--- config.mk ---
export PLATFORM = sky130hd
export DESIGN_NAME = e_dec_digits
export DESIGN_NICKNAME = d
export VERILOG_FILES = /design/src/rtl/e_dec_digits.sv
export SDC_FILE = /design/constraint.sdc
export NUM_CORES = 2
export LEC_CHECK = 0
export CAP_MARGIN = 20
export CORE_ASPECT_RATIO = 1.5
export CORE_UTILIZATION = 55
export CTS_BUF_LIST = sky130_fd_sc_hd__clkbuf_16
export DETAILED_ROUTE_END_ITERATION = 10
export PLACE_DENSITY = 0.79
export SLEW_MARGIN = 20
export SYNTH_ARGS = -nofsm -noshare
export SYNTH_HDL_FRONTEND = slang
export SYNTH_SLANG_ARGS = --single-unit
--- constraint.sdc ---
create_clock -name clk -period 4.2 [get_ports clk]
set_input_delay 0.84 -clock clk [delete_from_list [all_inputs] [get_ports clk]]
set_output_delay 0.84 -clock clk [all_outputs]
set_load 0.02 [all_outputs]
--- src/rtl/e_dec_digits.sv ---
// Fixed-point to BCD digit streamer: emits the integer digit, then NDIGITS
// fractional digits obtained by repeated multiply-by-10 of the fraction.
module e_dec_digits #(
    parameter  int WORDS   = 32,
    parameter  int NDIGITS = 100,
    localparam int FW      = 16 * (WORDS - 1),
    localparam int CW      = $clog2(NDIGITS + 1)
) (
    input  logic                 clk,
    input  logic                 rst_n,
    input  logic                 start,
    input  logic [16*WORDS-1:0]  in_data,
    output logic                 busy,
    output logic                 done,
    output logic                 int_ovf,
    output logic                 dig_valid,
    input  logic                 dig_ready,
    output logic [3:0]           dig_data,
    output logic [CW-1:0]        dig_index,
    output logic                 dig_last
);

    typedef enum logic [2:0] {
        IDLE,
        INT_OUT,
        CALC,
        FRAC_OUT,
        DONE
    } state_t;

    state_t        state;
    logic [FW-1:0] frac;
    logic [CW-1:0] cnt;
    logic [3:0]    dig_r;
    logic          ovf_r;

    logic [15:0]   int_part;
    logic [FW+3:0] prod;
    logic          at_last;

    assign int_part = in_data[16*WORDS-1 -: 16];
    // frac*10 as two shifts; the top nibble is the next decimal digit (0..9).
    assign prod     = ({4'b0, frac} << 3) + ({4'b0, frac} << 1);
    assign at_last  = (cnt == CW'(NDIGITS));

    // NOTE: sequential state uses non-blocking assignments so every register
    // in this block samples the pre-edge values of the others.
    always_ff @(posedge clk or negedge rst_n) begin
        if (!rst_n) begin
            state <= IDLE;
            frac  <= '0;
            cnt   <= '0;
            dig_r <= '0;
            ovf_r <= 1'b0;
        end else begin
            case (state)
                IDLE, DONE: begin
                    if (start) begin
                        frac <= in_data[FW-1:0];
                        cnt  <= '0;
                        if (int_part <= 16'd9) begin
                            dig_r <= int_part[3:0];
                            ovf_r <= 1'b0;
                        end else begin
                            dig_r <= 4'hF;
                            ovf_r <= 1'b1;
                        end
                        state <= INT_OUT;
                    end
                end
                INT_OUT: begin
                    if (dig_ready) state <= CALC;
                end
                CALC: begin
                    dig_r <= prod[FW+3:FW];
                    frac  <= prod[FW-1:0];
                    cnt   <= cnt + CW'(1);
                    state <= FRAC_OUT;
                end
                FRAC_OUT: begin
                    if (dig_ready) state <= at_last ? DONE : CALC;
                end
                default: state <= IDLE;
            endcase
        end
    end

    assign dig_valid = (state == INT_OUT) || (state == FRAC_OUT);
    assign busy      = (state == INT_OUT) || (state == CALC) || (state == FRAC_OUT);
    assign done      = (state == DONE);
    assign dig_data  = dig_r;
    assign dig_index = cnt;
    assign dig_last  = (state == FRAC_OUT) && at_last;
    assign int_ovf   = ovf_r;

endmodule

==> results of run 1 <==
## through the flow
stage,instances,hold WS [ns],setup slack [ns],utilization,setup TNS [ns]
global placement,12900,0.501,-1.51,0.775,-138.80
detailed placement,12900,0.494,-1.53,0.775,-166.87
CTS,13200,0.138,-0.906,0.842,-70.54
floorplan,8927,0.478,-0.142,-,-0.269
## timing repair
item                       CTS
pin swaps                  310
gates resized for setup    862
cloned                       0
hold buffers                 0
setup buffers              196
hold endpoints to repair     0
setup endpoints to repair  309
## routing by layer
metal	global-route usage	GRT overflow
met1	0.814	83
met2	0.988	1214
met3	0.754	87
met4	0.865	637
met5	0.597	6
## cell usage after synthesis, drive strengths merged (210+ instances only)
| cell | count |
|---|---|
| xnor2 | 305 |
| o21ai | 772 |
| o22ai | 326 |
| a21oi | 1445 |
| nand4 | 366 |
| nand2 | 1223 |
| o21bai | 210 |
| dfrtp | 511 |
| ha | 496 |
| clkbuf | 475 |
| a21o | 274 |
| nor2 | 839 |
## kinds of logic after synthesis
family / count (synthesis)
AO/OA/AOI/OAI: 3658
XOR/XNOR: 484
adder cells (fa/ha/maj): 497
buffers and inverters: 695
flip-flops: 511
multiplexers: 39
AND/OR/NAND/NOR: 3043
==> impl_results.md, run 1 <==
- Status: stopped before the end
- Stage at which the flow ended: global routing (5_1_grt)
- Tool error: [ERROR GRT-0116] Global routing finished with congestion. Check the congestion regions in the DRC Viewer.
- Vias in the first global route: 111000
- Top area cells in the synthesized netlist: dfrtp_1 21%, a21oi_1 12%, ha_1 10%
- Total Routing Usage GR: 0.851
- Final RePlAce weighted congestion: approximately 1.3
- Net count after synthesis: 9940
- Maximum root-to-sink buffer count: 3
- Number of enable-type register cells in the synthesized netlist: 0
- Post-detailed-placement cell area: around 86000 um^2
- Post-synth top area share: 0.207
- Count of pins on the block boundary: between 500 and 600
- Number of instances in the synthesized netlist: just under 9000
- Library cell occupying the most area in the post-synthesis netlist: dfrtp_1
- Number of buffers inserted during clock tree synthesis: 56
- First-pass GRT wire length: 742000 um
- Area fraction in and, or, nand and nor cells after synthesis: 0.222
- Gr ovfl total: a little over 2000
- Top flip-flop cell by instance count after synthesis: dfrtp_1
- Clock sinks: between 500 and 600
- Die boundary height: 412 um
- Post-synthesis compound-gate area fraction: 0.351
- Die X: 275 um
- Half-perimeter wire length after placement: ~270000 um
- Number of synthesis warnings: 0
- Post-synthesis cell type count: 90
- Avg Inst Size Synth: 6.91 um^2
- Parity-gate share of the synthesized area counting xor and xnor cells: 0.0687
- I/O Buffers: 531
- Largest net degree at the start of global routing: 144
- Main combinational cell family by area after synthesis: compound AO/OA/AOI/OAI gates
- Starting density of the core: 0.554
- Ys async rst share: 1.00
- FF+latch count, synth: 511
- Row Count: 150
- Area of the mapped netlist: 61700 um^2
- Synthesized-area fraction occupied by adder cells: 0.101
- Cell chosen for the clock root: clkbuf_16
- Sequential cell area fraction in the yosys report: 0.207
- Portion of netlist area occupied by mux cells: 0.00633
- H-tree lvl count: 2
==> run 2: changes to the inputs <==
--- a/config.mk
+++ b/config.mk
@@ -6,11 +6,9 @@
 export NUM_CORES = 2
 export LEC_CHECK = 0
 export CAP_MARGIN = 20
-export CORE_ASPECT_RATIO = 1.5
-export CORE_UTILIZATION = 55
-export CTS_BUF_LIST = sky130_fd_sc_hd__clkbuf_16
+export CORE_UTILIZATION = 40
 export DETAILED_ROUTE_END_ITERATION = 10
-export PLACE_DENSITY = 0.79
+export PLACE_DENSITY_LB_ADDON = 0.15
 export SLEW_MARGIN = 20
 export SYNTH_ARGS = -nofsm -noshare
 export SYNTH_HDL_FRONTEND = slang
==> constraint.sdc (replaced) <==
create_clock -name clk -period 5.5 [get_ports clk]
set_input_delay 1.1 -clock clk [delete_from_list [all_inputs] [get_ports clk]]
set_output_delay 1.1 -clock clk [all_outputs]
set_load 0.02 [all_outputs]
==> run 2 against run 1 <==
  * The flow now finishes without violations
  * Area after synthesis stayed put
  * Synthesized cell count stayed put
==> impl_results.md, run 2 <==
- Clock sinks: 511 (unchanged)
- Parity-gate share of the synthesized area counting xor and xnor cells: 0.0687 (unchanged)
- First-pass GRT wire length: 510000 um
- Die boundary height: 395 um (was 412 um)
- Critical Path Start Type: flop
- Place WS: -0.743 ns (was -1.53 ns)
- Leading cell type in the layout, fill and taps excluded: a21oi_1
- FF-to-FF Start: frac[258]$_DFFE_PN0P_
- Detailed Route Iter0 Violations: 10200
- Leading cell types by count after synthesis: 1445 x a21oi_1, 1222 x nand2_1, 838 x nor2_1, 739 x o21ai_0, 511 x dfrtp_1 (unchanged)
- Worst-margin pin slew: 1.22 ns
- Area fraction in and, or, nand and nor cells after synthesis: 0.222 (unchanged)
- Clock tree from TritonCTS: done
- Area enclosed by the die boundary: 156000 um^2
- Source-to-sink clock delay at the later pin of the worst-skew pair: approximately 0.74 ns
- Area of the mapped netlist: 61700 um^2 (unchanged)
- Top area cells in the synthesized netlist: dfrtp_1 21%, a21oi_1 12%, ha_1 10% (unchanged)
- Cts hold-fix bufs: 0 (unchanged)
- Area growth from synthesis to layout: 28.7%
- Final number of max-transition violations: 0
- DRC violation count after routing: 0
- Placed Cells: 12000 (was 12900)
- Net count after synthesis: 9940 (unchanged)
- Status: finished clean (was stopped before the end)
- Ys async rst share: 1.00 (unchanged)
- Most instantiated library cell after synthesis: a21oi_1 (unchanged)
- Maximum root-to-sink buffer count: 3 (unchanged)
- Share of cells above drive strength 1: 0.138
- Top flip-flop cell by instance count after synthesis: dfrtp_1 (unchanged)
- Final antenna-violating net count: 0
- Half-perimeter wire length after placement: 297000 um (was 270000 um)
- Vias in the first global route: 75300
- Post-synth top area share: 0.207 (unchanged)
- Biggest fanout along the worst timing path: 8
- Number of synthesis warnings: 0 (unchanged)
- Ratio of routed vias to standard cells: around 6.5
- Worst setup path startpoint: frac[258]$_DFFE_PN0P_
- Max-cap check violation count: 0
- Library cell occupying the most area in the post-synthesis netlist: dfrtp_1 (unchanged)
- Core Region: 152000 um^2
- I/O Buffers: 531 (unchanged)
- Tcrit/Tclk final: 0.994
- Tightest hold margin: 0.440 ns
- Final WS setup: roughly 0.033 ns
- Remaining max-slew budget at the tightest pin: 0.176
- Most frequent cells in the layout: 1426 x a21oi_1, 1216 x nand2_1, 1045 x buf_4
- Capture point of the critical path: frac[486]$_DFFE_PN0P_
- Count of pins on the block boundary: 532 (unchanged)
- Detailed-route wire length per cell: 29.2 um
- Largest reg by FF count: frac
- Setup violations, final: 0
- Net count reported at finish: 11100
- Number of instances in the synthesized netlist: 8927 (unchanged)
- H-tree lvl count: 3 (was 2)
- Post-synthesis cell type count: 90 (unchanged)
- Startpoint-to-endpoint class of the critical path: reg2reg
- FF+latch count, synth: 511 (unchanged)
- Number of enable-type register cells in the synthesized netlist: 0 (unchanged)
- Largest net degree at the start of global routing: about 150
- Avg Inst Size Synth: 6.91 um^2 (unchanged)
- Number of hold-slack violations in the final timing report: 0
- Synthesized-area fraction occupied by adder cells: 0.101 (unchanged)
- WP data arrival: 6.10 ns
- Starting density of the core: 0.405 (was 0.554)
- Cell chosen for the clock root: clkbuf_16 (unchanged)
- Portion of netlist area occupied by mux cells: 0.00633 (unchanged)
- Clock edge transition at the registers on the reported setup and hold paths: 0.06 ns
- Sequential cell area fraction in the yosys report: 0.207 (unchanged)
- Utilization of the core after routing: 0.520
- Main combinational cell family by area after synthesis: compound AO/OA/AOI/OAI gates (unchanged)
- Via count: 79400
- Kind of capture point of the worst setup path: flop
- Critical Path RT: 6.13 ns
- Clock Skews: 0.0464 ns
- Post-synthesis compound-gate area fraction: 0.351 (unchanged)
- Clock period minus worst slack: ~5.5 ns
- Die X: 395 um (was 275 um)
- R2r worst-path depth: 20
- Flip-flop count of the largest register, all copies and words added: 496
- Total Routing Usage GR: 0.437
- Capture point of the worst reg-to-reg path: frac[486]$_DFFE_PN0P_
- Final RePlAce weighted congestion: 1.13 (was 1.33)
- Number of buffers inserted during clock tree synthesis: 73 (was 56)
- Initial antenna violation count: 17
- Unrepaired setup endpoints after global routing: true
- Non-Filler Instances: between 10000 and 15000
- Row Count: 143 (was 150)
- Path category of the worst min-delay check: in2async
- Aggregate routed wire length: 356000 um
- Gr ovfl total: 0
- Worst-case register-to-register setup slack: 0.03 ns
- Maximum operating frequency: 0.183 GHz
- Initial DRT Pass Iterations: 8
run 2: cell counts after synthesis:
Identical to the previous run, type by type.
run 2: stage by stage:
step / setup TNS (ns) / area, um^2
6_report: 0 / 79300
5_1_grt: -0.274 / 79300
4_1_cts: -0.00121 / 78500
3_5_place_dp: -10.03 / 75700
3_3_place_gp: -8.25 / 75700
2_1_floorplan: 0 / 61700
run 2: worst max-delay path: stages, from the launching register on:
cell and delay [ns]:
dfrtp_1 0.44, buf_4 0.19, ha_1 0.45, nand4_1 0.39
nor2_1 0.32, nand2_1 0.14, nor2b_1 0.27, nand2_1 0.14
nor4_1 0.32, nand2_1 0.13, o2111ai_1 0.22, buf_4 0.18
o2111ai_1 0.31, a211oi_2 0.51, buf_4 0.24, o21ai_0 0.10
buf_4 0.15, nor2_1 0.24, o31ai_1 0.23, and3_1 0.23
nor3_1 0.17
run 2: cells by family (layout without fill, tap and decap cells):
logic type               count (synthesis)  after routing
multiplexers                            39             39
AND/OR/NAND/NOR                       3043           3043
buffers and inverters                  695           1909
other                                    0              6
XOR/XNOR                               484            484
flip-flops                             511            511
adder cells (fa/ha/maj)                497            497
AO/OA/AOI/OAI                         3658           3658
run 2: worst min path at each step:
stage                                     from               endpoint  cells after the start
final                                    rst_n  frac[159]$_DFFE_PN0P_                      1
after global routing                     rst_n  frac[159]$_DFFE_PN0P_                      1
after CTS                                rst_n  frac[159]$_DFFE_PN0P_                      1
after detailed placement   int_ovf$_DFFE_PN0P_    int_ovf$_DFFE_PN0P_                      1
after global placement     int_ovf$_DFFE_PN0P_    int_ovf$_DFFE_PN0P_                      1
after floorplan           state[2]$_DFFE_PN0P_   state[1]$_DFFE_PN0P_                      1
run 2: final cells by class:
class | instances | area [um^2]
clock buffers | 101 | 2080
clock inverters | 32 | 459
diodes | 6 | 15.0
fillers | 15300 | 73100
well taps | 2030 | 2540
multi-input cells | 7721 | 47200
inverters | 178 | 668
repair buffers | 1598 | 13600
flip-flops and latches | 511 | 12800
run 2: routing by layer:
layer | GRT usage | part of all wire | vias up
met5 | 0 | 0.00017 | -
met2 | 0.648 | 0.41 | 4628
met3 | 0.0979 | 0.11 | 880
met1 | 0.590 | 0.41 | 38400
met4 | 0.228 | 0.063 | 6
li1 | - | - | 35500
run 2: what timing repair did:
item                       CTS  global route
pin swaps                    8            41
cloned                       0             0
gates resized for setup     49           147
setup buffers                4            15
setup endpoints to repair   62            99
Power of run 2 is not shown: default switching activity piles up to over one toggle a cycle in this logic, so the estimate is an artifact.
